==> src/rtl/pc_pkg.sv <==
// Shared encodings and helpers for the program-counter unit.
package pc_pkg;

  localparam logic [1:0] PC_SEQ    = 2'b00;
  localparam logic [1:0] PC_BRANCH = 2'b01;
  localparam logic [1:0] PC_REG    = 2'b10;
  localparam logic [1:0] PC_JUMP   = 2'b11;

  localparam int unsigned PC_INC = 32'd4;

  function automatic logic is_word_aligned(input logic [1:0] lsb);
    return (lsb == 2'b00);
  endfunction

endpackage

==> src/rtl/pc_ras.sv <==
// Return-address stack: circular buffer whose oldest entry is overwritten
// when a push arrives while the stack is full.
module pc_ras
  import pc_pkg::*;
#(
  parameter int WIDTH     = 32,
  parameter int RAS_DEPTH = 4
) (
  input  logic             clk,
  input  logic             rst_n,
  input  logic             i_en,
  input  logic             i_push,
  input  logic             i_pop,
  input  logic [WIDTH-1:0] i_data,
  output logic [WIDTH-1:0] o_top,
  output logic             o_empty,
  output logic             o_full
);

  localparam int PW = $clog2(RAS_DEPTH);
  localparam int CW = PW + 1;
  localparam logic [CW-1:0] FULL_CNT = CW'(RAS_DEPTH);

  logic [WIDTH-1:0] r_mem [RAS_DEPTH];
  logic [PW-1:0]    r_top;
  logic [CW-1:0]    r_cnt;

  logic          w_empty;
  logic          w_full;
  logic          w_do_push;
  logic          w_do_pop;
  logic          w_replace;
  logic [PW-1:0] w_wr_idx;

  // Decode the stack action for this accepted write.
  always_comb begin
    w_empty   = (r_cnt == '0);
    w_full    = (r_cnt == FULL_CNT);
    w_do_push = i_en & i_push;
    w_do_pop  = i_en & i_pop & ~w_empty;
    w_replace = w_do_push & w_do_pop;
    if (w_replace) begin
      w_wr_idx = r_top;
    end else begin
      w_wr_idx = r_top + PW'(1);
    end
  end

  // Top pointer and occupancy; a full push wraps onto the oldest slot.
  always_ff @(posedge clk or negedge rst_n) begin
    if (!rst_n) begin
      r_top <= '1;
      r_cnt <= '0;
    end else if (w_replace) begin
      r_top <= r_top;
      r_cnt <= r_cnt;
    end else if (w_do_push) begin
      r_top <= r_top + PW'(1);
      if (!w_full) begin
        r_cnt <= r_cnt + CW'(1);
      end else begin
        r_cnt <= r_cnt;
      end
    end else if (w_do_pop) begin
      r_top <= r_top - PW'(1);
      r_cnt <= r_cnt - CW'(1);
    end else begin
      r_top <= r_top;
      r_cnt <= r_cnt;
    end
  end

  // Entry storage; contents are only meaningful while counted.
  always_ff @(posedge clk) begin
    if (w_do_push) begin
      r_mem[w_wr_idx] <= i_data;
    end
  end

  assign o_top   = r_mem[r_top];
  assign o_empty = w_empty;
  assign o_full  = w_full;

endmodule

==> src/rtl/pc_unit.sv <==
// Program counter with four next-PC sources and misalignment rejection.
// Optional return-address stack built when PC_RAS_EN is defined.
module pc_unit
  import pc_pkg::*;
#(
  parameter int               WIDTH        = 32,
  parameter logic [WIDTH-1:0] RESET_VECTOR = '0,
  parameter int               RAS_DEPTH    = 4
) (
  input  logic             CLK,
  input  logic             RST,
  input  logic             PCWre,
  input  logic [1:0]       PCSrc,
  input  logic [WIDTH-1:0] imm,
  input  logic [25:0]      jaddr,
  input  logic [WIDTH-1:0] rs_data,
  input  logic             ras_push,
  input  logic             ras_pop,
  output logic [WIDTH-1:0] addressOut,
  output logic [WIDTH-1:0] pc_plus4,
  output logic             misalign,
  output logic             ras_empty,
  output logic             ras_full
);

  logic [WIDTH-1:0] r_pc;
  logic             r_misalign;

  logic [WIDTH-1:0] w_pc_plus4;
  logic [WIDTH-1:0] w_jump;
  logic [WIDTH-1:0] w_sel;
  logic [WIDTH-1:0] w_target;
  logic             w_aligned;

  assign w_pc_plus4 = r_pc + WIDTH'(PC_INC);

  // Region bits above the 28-bit jump field come from the sequential address.
  generate
    if (WIDTH > 28) begin : g_jump_hi
      assign w_jump = {w_pc_plus4[WIDTH-1:28], jaddr, 2'b00};
    end else begin : g_jump_lo
      assign w_jump = {jaddr, 2'b00};
    end
  endgenerate

  // Next-PC source select.
  always_comb begin
    case (PCSrc)
      PC_SEQ:    w_sel = w_pc_plus4;
      PC_BRANCH: w_sel = w_pc_plus4 + (imm << 2);
      PC_REG:    w_sel = rs_data;
      PC_JUMP:   w_sel = w_jump;
      default:   w_sel = w_pc_plus4;
    endcase
  end

`ifdef PC_RAS_EN
  logic [WIDTH-1:0] w_ras_top;
  logic             w_ras_empty;
  logic             w_ras_full;
  logic             w_accept;

  assign w_accept = PCWre & w_aligned;

  pc_ras #(
    .WIDTH     (WIDTH),
    .RAS_DEPTH (RAS_DEPTH)
  ) u_ras (
    .clk     (CLK),
    .rst_n   (RST),
    .i_en    (w_accept),
    .i_push  (ras_push),
    .i_pop   (ras_pop),
    .i_data  (w_pc_plus4),
    .o_top   (w_ras_top),
    .o_empty (w_ras_empty),
    .o_full  (w_ras_full)
  );

  // A return overrides PCSrc only when the stack has something to return to.
  always_comb begin
    if (ras_pop && !w_ras_empty) begin
      w_target = w_ras_top;
    end else begin
      w_target = w_sel;
    end
  end

  assign ras_empty = w_ras_empty;
  assign ras_full  = w_ras_full;
`else
  logic w_unused_ras;
  assign w_unused_ras = ras_push ^ ras_pop;
  assign w_target     = w_sel;
  assign ras_empty    = 1'b1;
  assign ras_full     = 1'b0;
`endif

  assign w_aligned = is_word_aligned(w_target[1:0]);

  // PC register; a misaligned target is dropped and flagged for one cycle.
  always_ff @(posedge CLK or negedge RST) begin
    if (!RST) begin
      r_pc       <= RESET_VECTOR;
      r_misalign <= 1'b0;
    end else if (PCWre) begin
      if (w_aligned) begin
        r_pc <= w_target;
      end else begin
        r_pc <= r_pc;
      end
      r_misalign <= ~w_aligned;
    end else begin
      r_pc       <= r_pc;
      r_misalign <= 1'b0;
    end
  end

  assign addressOut = r_pc;
  assign pc_plus4   = w_pc_plus4;
  assign misalign   = r_misalign;

endmodule

==> config.mk <==
export PLATFORM = sky130hd
export DESIGN_NAME = pc_unit
export DESIGN_NICKNAME = d
export VERILOG_FILES = /design/src/rtl/pc_pkg.sv /design/src/rtl/pc_ras.sv /design/src/rtl/pc_unit.sv
export SDC_FILE = /design/constraint.sdc
export NUM_CORES = 1
export LEC_CHECK = 0
export ABC_AREA = 1
export CAP_MARGIN = 15
export CORE_MARGIN = 5
export CORE_UTILIZATION = 52
export CTS_CLUSTER_DIAMETER = 200
export DETAILED_ROUTE_END_ITERATION = 10
export MAX_ROUTING_LAYER = met4
export PLACE_DENSITY = 0.95
export SYNTH_ARGS = -nofsm -noshare
export SYNTH_HDL_FRONTEND = slang
export SYNTH_SLANG_ARGS = --single-unit
export TNS_END_PERCENT = 10
==> constraint.sdc <==
create_clock -name CLK -period 5.65 [get_ports CLK]
set_input_delay 1.4125 -clock CLK [delete_from_list [all_inputs] [get_ports CLK]]
set_output_delay 1.4125 -clock CLK [all_outputs]
set_load 0.05 [all_outputs]
Word-level counts from Yosys, hierarchy flattened
Index checks and enable logic that the tools add are counted.
{ "op_classes": {"bitwise_logic": 1, "addsub": 2, "muxes": 2, "n_eq_ne": 3, "n_reduce_logical": 3} }
{ "ops": {"columns": ["operator", "count"], "rows": [
  ["$pmux 32 s4", 1],
  ["$add 32x3->32 const B", 1],
  ["$add 32x32->32", 1],
  ["$eq 2x2->1 const B", 2],
  ["$logic_not 2->1", 2],
  ["$eq 2x1->1 const B", 1],
  ["$reduce_and 2->1", 1],
  ["$mux 1", 1],
  ["$not 1->1", 1]
]} }
{ "totals": {"inputBits": 97, "register_bits": 33, "word_cells": 13, "out_inout_bits": 67} }

Longest topological paths before layout
Gate-level depths: netlist of run 1.
{ "depth": {"word_depth": 6, "ltp_mapped": 27} }

Least setup slack after synthesis of run 1
Ideal clock, no wire load.
{ "synth_timing": {"path_type": "register to output", "from": "register r_pc[2], in the netlist addressOut[2]", "to": "output port pc_plus4[17]", "n_path_buf": 0, "arrival_time_ps": 2441, "path_stages_with_launch": 7, "slack_ps": 1797, "path_cell_list": "dfrtp_1 > inv_1 > nor2_4 > nand2_4 > nor2_4 > nand3_2 > xor2_1"} }
{ "synth_via": {"elab_chain_cells": 1} }
{ "synth_lines": {"columns": ["item", "line_no", "rtl"], "rows": [
  ["start, declared", "pc_unit.sv:26", "logic [WIDTH-1:0] r_pc;"],
  ["start signal, assigned", "pc_unit.sv:108", "r_pc <= w_target;"],
  ["start signal, assigned", "pc_unit.sv:110", "r_pc <= r_pc;"],
  ["start signal, assigned", "pc_unit.sv:114", "r_pc <= r_pc;"],
  ["$add 32x3->32", "pc_unit.sv:35", "assign w_pc_plus4 = r_pc + WIDTH'(PC_INC);"],
  ["end, declared", "pc_unit.sv:20", "output logic [WIDTH-1:0] pc_plus4,"]
]} }
Every way passes these cells.

Final worst setup path of run 1
{ "layout_timing": {"from": "register r_pc[17], in the netlist addressOut[17]", "to": "output port pc_plus4[21]"} }
Same word-level chain as after synthesis.

==> results by group, run 1 <==
Clocking
  • # hold bufs at CTS: 0
  • Post-cts sizing count: 0
  • CTS sink count: 33
  • CTS Buffer Depth: 2
  • Root buffer cell: clkbuf_8
  • Postcts setup bufs: 0
  • Worst skew pair latency: 0.29 ns
  • Num CTS Buffers: 5
  • CTS tree: built
  • Worst-path clk slew: 0.07 ns
  • Max H-tree Level: 2

Timing
  • Setup TNS Final: 0 ns
  • Post-route setup slack: 1.48 ns
  • Max Slew Vio Count: 0
  • Setup-failing EPs final: 0
  • Max-slew headroom: 41.8%
  • Final clock period utilization by the worst path: 73.7%
  • Clock Skew: 0.0148 ns
  • Post-layout minimum cycle time: 4.17 ns
  • RSZ-0062 raised after global routing: false
  • FMAX: 240 MHz
  • Final Hold Fails: 0
  • Worst Tran Pin Value: 0.872 ns

Logic synthesis
  • Share of the synthesized area in the top cell type: 23.3%
  • Largest area contributor in the netlist: nand2_1
  • Avg Cell Area, Syn: 5.69 um2
  • Leading cell type by number of instances after synthesis: nand2_1
  • Post-synth EDFFs: 0
  • YS warnings: 0
  • Post-synth cell types: 46
  • Synth area leaders: nand2_1 23%, dfrtp_1 16%, inv_1 10%, ha_1 8.2%, nor2_1 5.7%
  • Net Count, Synth: 1040
  • Primary FF master, synth: dfrtp_1
  • Flops & latches, synth: 33
  • Synth Cell Area: 0.00517 mm2
  • Synth top cells by count: 321 x nand2_1, 142 x inv_1, 79 x nor2_1
  • Register area share after synthesis: 16.0%
  • Asr flop ratio synth: 100%
  • Mapped Cells: 908

Final layout
  • Final Net Count: 1188
  • Finished layout cell area: 0.00694 mm2
  • P&R area growth vs syn: 34.3%
  • N_diodes: 0
  • Number of fill cells: 861
  • Fin util: 71.3%
  • Share of layout cells above drive strength 1: 5.68%

Drt
  • Antenna-violating nets left: 0
  • Initial DRC Count: 593
  • Via density: 5.38
  • DRT Wirelength: 19.9 mm
  • Total number of vias: 6397
  • DRT Pass-1 Iters: 6
  • # DRC: 0
  • Routed len/inst: 16.8 um

Critical path
  • Worst EP required: 4.24 ns
  • Peak fanout along the critical path: 6
  • CP Capture Type: output pin
  • Worst endpoint data arrival time: 2.75 ns
  • Crit path launch type: register
  • CP Class: reg -> out

Place
  • Worst slack, placed: 1.42 ns
  • Post-DP HPWL: 16.5 mm
  • Routability cong.: 1.01
  • IO Port Bufs: 157
  • Placed instance area: 0.00682 mm2

Floorplanning
  • Die Ht: 110 um
  • Core area: 0.00973 mm2
  • Initial core utilization: 53.1%
  • Standard-cell rows: 36
  • Die W: 110 um
  • Die area: 0.0120 mm2
  • Ports: 164

Pwr
  • Leak: 0.00357 uW
  • PD cells: 277 mW/mm2
  • VDD IR max: 0.000308 V

Global route
  • First-pass GRT wire length: 30.7 mm
  • GRT Total Usage: 34.1%
  • Vias in the first global route: 6097
  • Largest net degree at the start of global routing: 34
  • Initial antenna violation count: 0
  • Gr ovfl total: 0

Status
  • Status: completed

Run
  • Max-cap violations: 0

Min path
  • HP Class: reg -> reg
-- per-stage QoR --
step | hold WS [ns] | cells | total power (uW)
final | 0.540 | 1190 | 1920
after global routing | 0.582 | 1190 | 2050
after CTS | 0.544 | 1190 | 1900
after detailed placement | 0.522 | 1182 | 1660
after global placement | 0.497 | 1182 | 1650
after floorplan | 0.759 | 908 | 1220
-- sequential cells by signal, indices dropped and copies added (netlist names) --
| signal | count |
|---|---|
| misalign | 1 |
| addressOut | 32 |
-- power by group --
group / internal, uW / switching [uW] / leakage, uW / total (uW)
sequential: 277 / 74.6 / 0.000412 / 351
clock: 143 / 90.0 / 0.0000574 / 233
combinational: 437 / 897 / 0.00310 / 1330
total: 858 / 1060 / 0.00357 / 1920
-- routing by layer --
metal  part of all wire, %  global-route usage (%)
met5                     0                       -
met4                   4.0                    12.5
met3                   8.2                    4.82
met2                    47                    55.6
met1                    41                    43.0
-- path summary, 6_finish.rpt --
check,to,slack [ns],start,depth (start not counted)
worst min register to register,addressOut[0]$_DFFE_PN0P_,0.54,addressOut[0]$_DFFE_PN0P_,2
worst max-delay path,pc_plus4[21],1.48,addressOut[17]$_DFFE_PN0P_,6
min in group asynchronous,addressOut[21]$_DFFE_PN0P_,1.52,RST,2
worst max register to register,addressOut[22]$_DFFE_PN0P_,2.19,addressOut[2]$_DFFE_PN0P_,21
worst min-delay path,addressOut[0]$_DFFE_PN0P_,0.54,addressOut[0]$_DFFE_PN0P_,2
max in group asynchronous,addressOut[18]$_DFFE_PN0P_,3.81,RST,2
-- critical path, cell delays in order (launching register included) --
cell and delay (ns):
dfrtp_1 0.50, nand2_1 0.17, nor2_4 0.18, nand2_1 0.10, nor3_2 0.26, xor2_1 0.37, clkdlybuf4s50_1 0.89
-- placed cells by master (no fill, tap or decap), types with 13 or more instances in the layout --
master	instances
clkdlybuf4s50_1	157
dfrtp_1	33
a21oi_1	52
inv_1	142
nand3_1	51
ha_1	34
nand2_1	321
nor2_1	78
xor2_1	16
o21ai_0	42
nand4_1	15
nand2_2	13
a221oi_1	13
-- final cells by class --
cell class / instances / area, um2 / share of cell area [%]
Tap cell: 133 / 166 / 2.40
Multi-Input combinational cell: 705 / 3670 / 52.8
Inverter: 151 / 567 / 8.17
Clock inverter: 2 / 37.5 / 0.541
Timing Repair Buffer: 160 / 1590 / 23.0
Clock buffer: 6 / 82.6 / 1.19
Sequential cell: 33 / 826 / 11.9
-- cell families (layout without fill, tap and decap cells) --
logic type | after synthesis | in the layout | synth area share [%]
AOI/OAI and AO/OA | 132 | 132 | 14.6
xor gates and xnor gates | 21 | 21 | 3.85
adders and majority gates | 35 | 35 | 8.62
buffers and inverters | 170 | 319 | 13.1
DFF | 33 | 33 | 16.0
other | 2 | 2 | 0.145
and+or+nand+nor | 515 | 515 | 43.6
(Power assumes the default switching activity.)
==> run 2, diff against run 1 <==
--- a/config.mk
+++ b/config.mk
@@ -8,11 +8,11 @@
 export ABC_AREA = 1
 export CAP_MARGIN = 15
 export CORE_MARGIN = 5
-export CORE_UTILIZATION = 52
+export CORE_UTILIZATION = 48
 export CTS_CLUSTER_DIAMETER = 200
 export DETAILED_ROUTE_END_ITERATION = 10
 export MAX_ROUTING_LAYER = met4
-export PLACE_DENSITY = 0.95
+export PLACE_DENSITY = 0.9
 export SYNTH_ARGS = -nofsm -noshare
 export SYNTH_HDL_FRONTEND = slang
 export SYNTH_SLANG_ARGS = --single-unit
==> constraint.sdc (replaced) <==
create_clock -name CLK -period 4 [get_ports CLK]
set_input_delay 1 -clock CLK [delete_from_list [all_inputs] [get_ports CLK]]
set_output_delay 1 -clock CLK [all_outputs]
set_load 0.05 [all_outputs]
==> results by group, run 2 (same netlist as run 1, synthesis figures left out) <==
Status
  • Status: completed

Clocking
  • Root buffer cell: clkbuf_8
  • Postcts setup bufs: 0 (unchanged)
  • CTS tree: built
  • Worst skew pair latency: 0.29 ns (about the same)
  • Max H-tree Level: 2 (unchanged)
  • Worst-path clk slew: 0.08 ns (about the same)
  • # hold bufs at CTS: 0 (unchanged)
  • Num CTS Buffers: 5 (unchanged)
  • CTS sink count: 33 (unchanged)
  • CTS Buffer Depth: 2 (unchanged)
  • Post-cts sizing count: 0 (unchanged)

Pwr
  • Pint: 1200 uW (+40%)
  • Leak: 0.00360 uW (+0.99%)
  • Pwr Total: 2720 uW (+42%)
  • VDD IR max: 0.000269 V (-13%)
  • PD cells: 389 mW/mm2 (+41%)
  • Sw frac: 55.9% (+0.57 points)
  • Comb pwr share: 70.1% (+0.6 points)
  • Clock network fraction of total power: 11.6% (-0.6 points)
  • Switching Power: 1520 uW (+43%)
  • Flop pwr share: 18.3% (about the same)

Floorplanning
  • Die W: 114 um (+3.7%)
  • Die Ht: 114 um (+3.7%)
  • Standard-cell rows: 37 (+2.8%)
  • Initial core utilization: 49.6% (-3.5 points)
  • Ports: 164 (unchanged)
  • Core area: 0.0104 mm2 (+7.1%)
  • Die area: 0.0129 mm2 (+7.6%)

Final layout
  • Fin util: 67.1% (-4.2 points)
  • Number of fill cells: 987 (+15%)
  • Commonest non-fill, non-tap cells in the layout: 321 x nand2_1, 157 x clkdlybuf4s50_1, 142 x inv_1
  • Leading cell type in the layout, fill and taps excluded: nand2_1
  • Final Net Count: 1196 (+0.67%)
  • N_diodes: 0 (unchanged)
  • Max FFs per register: 32 (unchanged)
  • Share of layout cells above drive strength 1: 6.30% (+0.62 points)
  • P&R area growth vs syn: 35.2%

Timing
  • Max-slew headroom: 62.5% (+21 points)
  • Post-route setup slack: 0.147 ns (-1.34 ns)
  • Setup TNS Final: 0 ns (unchanged)
  • FMAX: 260 MHz
  • Max Slew Vio Count: 0 (unchanged)
  • Final Hold Fails: 0 (unchanged)
  • Post-layout minimum cycle time: 3.85 ns
  • Clock Skew: 0.0121 ns (-0.00274 ns)
  • Final clock period utilization by the worst path: 96.3%
  • Setup-failing EPs final: 0 (unchanged)
  • Worst Tran Pin Value: 0.561 ns (-0.312 ns)
  • RSZ-0062 raised after global routing: false

Global route
  • First-pass GRT wire length: 30.9 mm (+0.63%)
  • GRT Total Usage: 31.0% (-3.1 points)
  • Largest net degree at the start of global routing: 46 (+35%)
  • Vias in the first global route: 6127 (+0.49%)
  • Initial antenna violation count: 0 (unchanged)
  • Gr ovfl total: 0 (unchanged)

Drt
  • Routed len/inst: 16.8 um (about the same)
  • Met3 wire len: 2.04 mm (+25%)
  • Antenna-violating nets left: 0 (unchanged)
  • Top layer in use: met4
  • DRT Wirelength: 20.1 mm (+0.80%)
  • Metal-1 WL: 8.16 mm (-0.31%)
  • Via density: 5.46 (+1.5%)
  • Initial DRC Count: 555 (-6.4%)
  • Total number of vias: 6546 (+2.3%)
  • WL met2: 9.00 mm (-3.5%)
  • DRT Pass-1 Iters: 6 (unchanged)
  • # DRC: 0 (unchanged)

Critical path
  • Crit path launch type: register
  • CP Class: reg -> out
  • R2r startpoint: addressOut[3]$_DFFE_PN0P_
  • Worst endpoint data arrival time: 2.85 ns (+0.10 ns)
  • Reg2Reg Depth: 20 (-4.8%)
  • Worst EP required: 3.00 ns (-1.24 ns)
  • R2r setup slk: 0.50 ns (-1.69 ns)
  • Peak fanout along the critical path: 4 (-2)
  • CP Capture Type: output pin
  • Worst reg2reg endpoint: addressOut[21]$_DFFE_PN0P_

Min path
  • Hold Crit Start: addressOut[1]$_DFFE_PN0P_
  • Min-Delay Endpoint: addressOut[1]$_DFFE_PN0P_
  • Worst Hold Depth: 2 (unchanged)
  • HP Class: reg -> reg

Place
  • IO Port Bufs: 157 (unchanged)
  • Routability cong.: 0.997 (-1.0%)
  • Worst slack, placed: 0.561 ns (-0.857 ns)
  • Post-DP HPWL: 16.5 mm (-0.35%)

Run
  • Max-cap violations: 0 (unchanged)
[run 2: final cells by class]
cell class	count	area [um2]	share of cell area [%]
timing repair buffer	168	1650	23.7
multi-input combinational	705	3670	52.5
inverter	151	567	8.11
clock inverter	2	35.0	0.501
tap	136	170	2.44
sequential	33	826	11.8
clock buffer	5	68.8	0.985
[run 2: worst max-delay path, stage by stage, from the launching register on]
cell             delay (ns)
dfrtp_1                0.42
ha_1                   0.23
nand2_1                0.09
nor2_1                 0.11
inv_2                  0.07
nor3_4                 0.25
nand2_2                0.13
nor2_4                 0.13
nand2_1                0.06
nand2_1                0.08
nand2_2                0.08
inv_1                  0.11
clkdlybuf4s50_1        0.81
[run 2: metal layers]
layer,vias to the layer above,global-route usage (%)
met4,0,12.0
li1,3190,-
met3,60,5.68
met1,2916,39.1
met2,380,49.2
met5,-,-
[run 2: worst max path at each step]
stage	start	end	slack (ns)	depth (start not counted)
after CTS	addressOut[3]$_DFFE_PN0P_	pc_plus4[22]	0.20	12
after detailed placement	addressOut[3]$_DFFE_PN0P_	pc_plus4[22]	0.56	12
after global placement	addressOut[3]$_DFFE_PN0P_	pc_plus4[10]	0.61	7
final	addressOut[3]$_DFFE_PN0P_	pc_plus4[22]	0.15	12
after global routing	addressOut[3]$_DFFE_PN0P_	pc_plus4[22]	0.004	12
after floorplan	addressOut[2]$_DFFE_PN0P_	addressOut[15]$_DFFE_PN0P_	0.18	17
[run 2: per-stage QoR]
step / hold WS [ns] / std cells / instance area, um2
after floorplan: 0.704 / 908 / 5170
after global placement: 0.501 / 1193 / 6880
after detailed placement: 0.511 / 1193 / 6880
after CTS: 0.532 / 1200 / 6990
after global routing: 0.549 / 1200 / 6990
final: 0.530 / 1200 / 6990
[run 2: power groups by stage]
stage               Sequential [uW]  Clock (uW)  Combinational [uW]
floorplan                       678           0                1050
global placement                498           0                1860
detailed placement              499           0                1880
CTS                             494         316                1890
global route                    508         323                2060
finish                          497         315                1910
==> run 3, diff against run 2 <==
--- a/config.mk
+++ b/config.mk
@@ -6,9 +6,10 @@
 export NUM_CORES = 1
 export LEC_CHECK = 0
 export ABC_AREA = 1
-export CAP_MARGIN = 15
+export CAP_MARGIN = 20
 export CORE_MARGIN = 5
 export CORE_UTILIZATION = 48
+export CTS_BUF_LIST = sky130_fd_sc_hd__clkbuf_4 sky130_fd_sc_hd__clkbuf_8 sky130_fd_sc_hd__clkbuf_16
 export CTS_CLUSTER_DIAMETER = 200
 export DETAILED_ROUTE_END_ITERATION = 10
 export MAX_ROUTING_LAYER = met4
==> results of run 3 <==
Same layout as run 2: the final DEF is identical, and so are final timing and power.
==> RTL change 1, RTL diff (config.mk and constraints of run 3) <==
Change the parameter `WIDTH` from 32 to 48.
--- a/src/rtl/pc_unit.sv
+++ b/src/rtl/pc_unit.sv
@@ -4,5 +4,5 @@
   import pc_pkg::*;
 #(
-  parameter int               WIDTH        = 32,
+  parameter int               WIDTH        = 48,
   parameter logic [WIDTH-1:0] RESET_VECTOR = '0,
   parameter int               RAS_DEPTH    = 4
Ports: changed (resized addressOut, imm, pc_plus4 and rs_data); port bits go from 164 to 228. The function was not compared with the original's and may differ.
==> RTL change 1 against run 3 <==
- wire length is 89% higher
- synthesized area rose by 63%
- first-iteration DRC count is 110% higher
- cell area increased by 61%
- die area increased by 56%
- sequential share of layout area decreased by 0.93 points
- register-to-register slack got worse by 0.30 ns
- global-route usage increased by 6.3 points
- sequential cell count rose by 16
- total power increased by 68%
- combinational power rose by 70%
- hold slack better by 0.018 ns
- worst setup slack lost 0.063 ns
- largest cell class unchanged
- largest power group unchanged
==> RTL change 1: results (changes against run 3) <==
The flow ran to the end, and the final reports show no timing, DRC or antenna violations. The power of the sequential group came to 748 uW (+51%). The post-placement worst setup slack is 0.1723 ns (-0.3882 ns). The combinational group power came out at 3250 uW (+70%). The area share of xor/xnor cells in the synthesized design is 0.03098 (-0.007514).

After synthesis, the cell types taking the most area are nand2_1 (27%), dfrtp_1 (15%), inv_1 (11%), ha_1 (8.5%), nor2_1 (7.5%). The internal power contribution is 1993 uW (+66%). The tree is rooted in a clkbuf_16.

The detailed placement HPWL is 31,740 um (+93%). The largest fanout of any net on the critical path came out at 7 (+3). The met2 layer wire length in the routed design is 17,470 um (+94%). The DRC violation total after the first TritonRoute iteration came out at 1,193 (+110%).

The share of cells above drive strength 1 came out at 0.05682 (-0.006145). Following the worst setup path forward leads to its endpoint at pc_plus4[26]. The number of fill cells in the layout came out at 1,689 (+71%). The met3 layer usage reported by global route came out at 0.08972 (+0.03295). The final worst clock skew is 0.009021 ns (-0.003077 ns). The worst register-to-register path ends at addressOut[30].

The transition time at the pin with the least slew margin was 0.6638 ns (+0.1030 ns). The routing usage on met1 came out at 0.4649 (+0.07367). The worst endpoint data arrival time is 2.92 ns (+0.07 ns). The post-synthesis share of cell area spent on full adders, half adders and majority gates is 0.08727 (+0.001090). The number of nets produced by synthesis was 1,752 (+68%). The count of input and output buffers was 221 (+41%). The detailed-routing wirelength on met1 came out at 14,830 um (+82%). The first-pass iteration count of the detailed router was 5 (-1).

The total met3 wirelength after detailed routing came to 4224 um (+110%). The post-detailed-placement cell area came out at 11,000 um^2 (+60%). The routability-driven placement congestion ratio is 1.095 (+9.8%). The number of flip-flops under the largest register name was 48 (+50%). The overall global routing resource usage is 0.3730 (+0.06327). The number of distinct library cells after synthesis is 50 (+8.7%).

The static leakage is 0.005891 uW (+64%). The worst voltage drop across the vdd grid came to 0.3726 mV (+39%). The synthesized-area fraction occupied by ao, oa, aoi and oai cells is 0.1229 (-0.02335). The met2 track demand over resource in global routing came to 0.5968 (+0.1044). The total via count in the routed design came out at 11,130 (+70%). The pin count of the biggest net entering global routing came to 58 (+26%). The register-to-register path setup slack came out at 0.20 ns (-0.30 ns).

Tracing the worst setup path back leads to its startpoint at addressOut[2]. The first-pass GRT wire length came to 57,150 um (+85%).
==> RTL change 1: cells by family after synthesis <==
group | count (synthesis)
compound gates | 182
other cells | 2
flops | 49
xor+xnor | 28
simple gates | 963
buf+inv | 283
fa+ha+maj | 58
==> RTL change 1: area by class of cell <==
class                      count  area share
timing repair buffer         254      0.2193
clock inverter                 3    0.006113
inverter                     251     0.08369
tap                          225     0.02501
multi-input combinational   1233      0.5459
sequential                    49      0.1089
clock buffer                   5     0.01111
==> RTL change 1: what timing repair did <==
item,CTS,global route
endpoints found under the hold margin,0,0
endpoints found under the setup margin,1,11
resized for setup,1,15
==> RTL change 1: worst max-delay path: stages, from the launching register on <==
cell and delay, ns:
dfrtp_1 0.49, ha_1 0.22, nand2_1 0.07, inv_2 0.09, nand3_1 0.18, inv_1 0.25, nand2_1 0.13, nand2_1 0.08
nand2_1 0.13, inv_1 0.15, clkdlybuf4s50_1 0.82
==> RTL change 2, RTL diff (flow settings as in run 3) <==
Without the edit above. Reset style: synchronous (`RST`), changed in one clocked block.
--- a/src/rtl/pc_unit.sv
+++ b/src/rtl/pc_unit.sv
@@ -100,5 +100,5 @@
 
   // PC register; a misaligned target is dropped and flagged for one cycle.
-  always_ff @(posedge CLK or negedge RST) begin
+  always_ff @(posedge CLK) begin
     if (!RST) begin
       r_pc       <= RESET_VECTOR;
Behaviour: differs if RST is asserted again (counterexample within 4 cycles, from zero or initial values and one cycle with RST low); with RST held inactive, the same outputs for 10 cycles.
==> RTL change 2 against run 3 <==
- largest cell class unchanged
- first-iteration DRC count fell by 11%
- worst setup slack better by 0.026 ns
- sequential cell count stayed put
- die area fell by 3.9%
- final cell count rose by 0.42%
- wire length decreased by 3.1%
- cell area is 2.7% lower
- global-route usage increased by 0.32 points
- maximum frequency rose by 0.67%
- hold slack got worse by 0.039 ns
- critical endpoint is now pc_plus4[16]
- synthesized area decreased by 4.3%
Power is not compared: it rests on default switching activity, and its combinational part moved more than twofold at a synthesized area within 25%.
==> RTL change 2: results (changes against run 3) <==
The flow ran to the end, and the final reports show no timing, DRC or antenna violations. The share of flip-flops with an asynchronous set or reset after synthesis is 0 (-1.000). The DRC violation total after the first TritonRoute iteration came out at 493 (-11%).

The overall global routing resource usage came out at 0.3130 (+0.003243). In the synthesized netlist the dominant register cell turns out to be dfxtp_1. The largest stage delay on the critical path was 0.71 ns (-0.10 ns). The number of nets produced by synthesis came out at 1,048 (+0.77%). The met2 layer wire length in the routed design came out at 8613 um (-4.3%).

The number of fill cells in the layout is 968 (-1.9%). The area share of xor/xnor cells in the synthesized design is 0.03516 (-0.003326). The worst reg2reg path endpoint is addressOut[21]. The number of distinct library cells after synthesis came out at 43 (-6.5%). The capture point of the worst path is pc_plus4[16]. The startpoint of the tightest hold check path is addressOut[1]. For hold timing, the worst endpoint is addressOut[1]. The depth of the most critical reg-to-reg path came out at 19 (-5.0%). The routability-driven placement congestion ratio is 1.004 (+0.73%).

The final net count is 1,200 (+0.33%). The synthesized-area fraction occupied by ao, oa, aoi and oai cells is 0.1622 (+0.01594). The total met3 wirelength after detailed routing is 1844 um (-9.7%). The transition time at the pin with the least slew margin came out at 0.5711 ns (+0.01035 ns). The post-detailed-placement cell area is 6680 um^2 (-2.9%). The first-pass GRT wire length came out at 30,850 um (-0.27%). The met2 track demand over resource in global routing is 0.5010 (+0.008661).

In this run the critical register-to-register path is launched from addressOut[3]. Sorting the synthesized cells by how often they occur yields nand2_1 (319), inv_1 (146), nor2_1 (87), a21oi_1 (71), nand3_1 (61). The detailed placement HPWL came out at 15,950 um (-3.2%). The total via count in the routed design is 6,401 (-2.2%). The total wirelength of the detailed-routed design is 19,470 um (-3.1%).

The proportion of netlist area held by the largest area contributor came out at 0.2421 (+0.008979). The final worst clock skew is 0.002632 ns (-0.009467 ns). The share of cells above drive strength 1 is 0.04490 (-0.01807).
==> RTL change 2: changes by cell type after synthesis, moves of 7 or more <==
cell	run 3	this run
clkbuf_1	3	10
nor2_1	79	87
nand2_2	13	3
o21ai_1	8	1
a21oi_1	52	71
dfxtp_1	0	33
dfrtp_1	33	0
nand3_1	51	61
==> RTL change 2: cell type report <==
cell class	count	area, um^2	share of cell area
Multi-Input combinational cell	711	3615	0.5316
Tap cell	136	170.2	0.02502
Sequential cell	33	660.6	0.09715
Timing Repair Buffer	167	1672	0.2458
Clock inverter	1	30.03	0.004416
Clock buffer	7	90.09	0.01325
Inverter	150	563.0	0.08280
==> RTL change 2: power groups by stage <==
stage / clock [uW] / sequential [uW] / combinational [uW]
after floorplan: 0 / 462 / 468
after global placement: 0 / 392 / 861
final: 345 / 386 / 880
after global routing: 360 / 390 / 951
after detailed placement: 0 / 393 / 866
after CTS: 344 / 386 / 871
==> RTL change 2: worst reg2reg max path, delay by kind of cell, from the launching register on <==
| family | cells | cell delay [ns] |
|---|---|---|
| AO/OA/AOI/OAI | 2 | 0.43 |
| XOR/XNOR | 1 | 0.31 |
| adder cells (fa/ha/maj) | 2 | 0.55 |
| buffers and inverters | 3 | 0.26 |
| flip-flops | 1 | 0.39 |
| AND/OR/NAND/NOR | 11 | 1.59 |
==> RTL change 2: metrics by stage <==
step                      worst slack [ns]  hold slack (ns)  cells
after global routing               0.02242           0.5240   1205
after global placement              0.5882           0.4702   1197
after detailed placement            0.4680           0.4827   1197
after CTS                           0.1954           0.4926   1205
after floorplan                    0.05719           0.7021    916
final                               0.1725           0.4911   1205
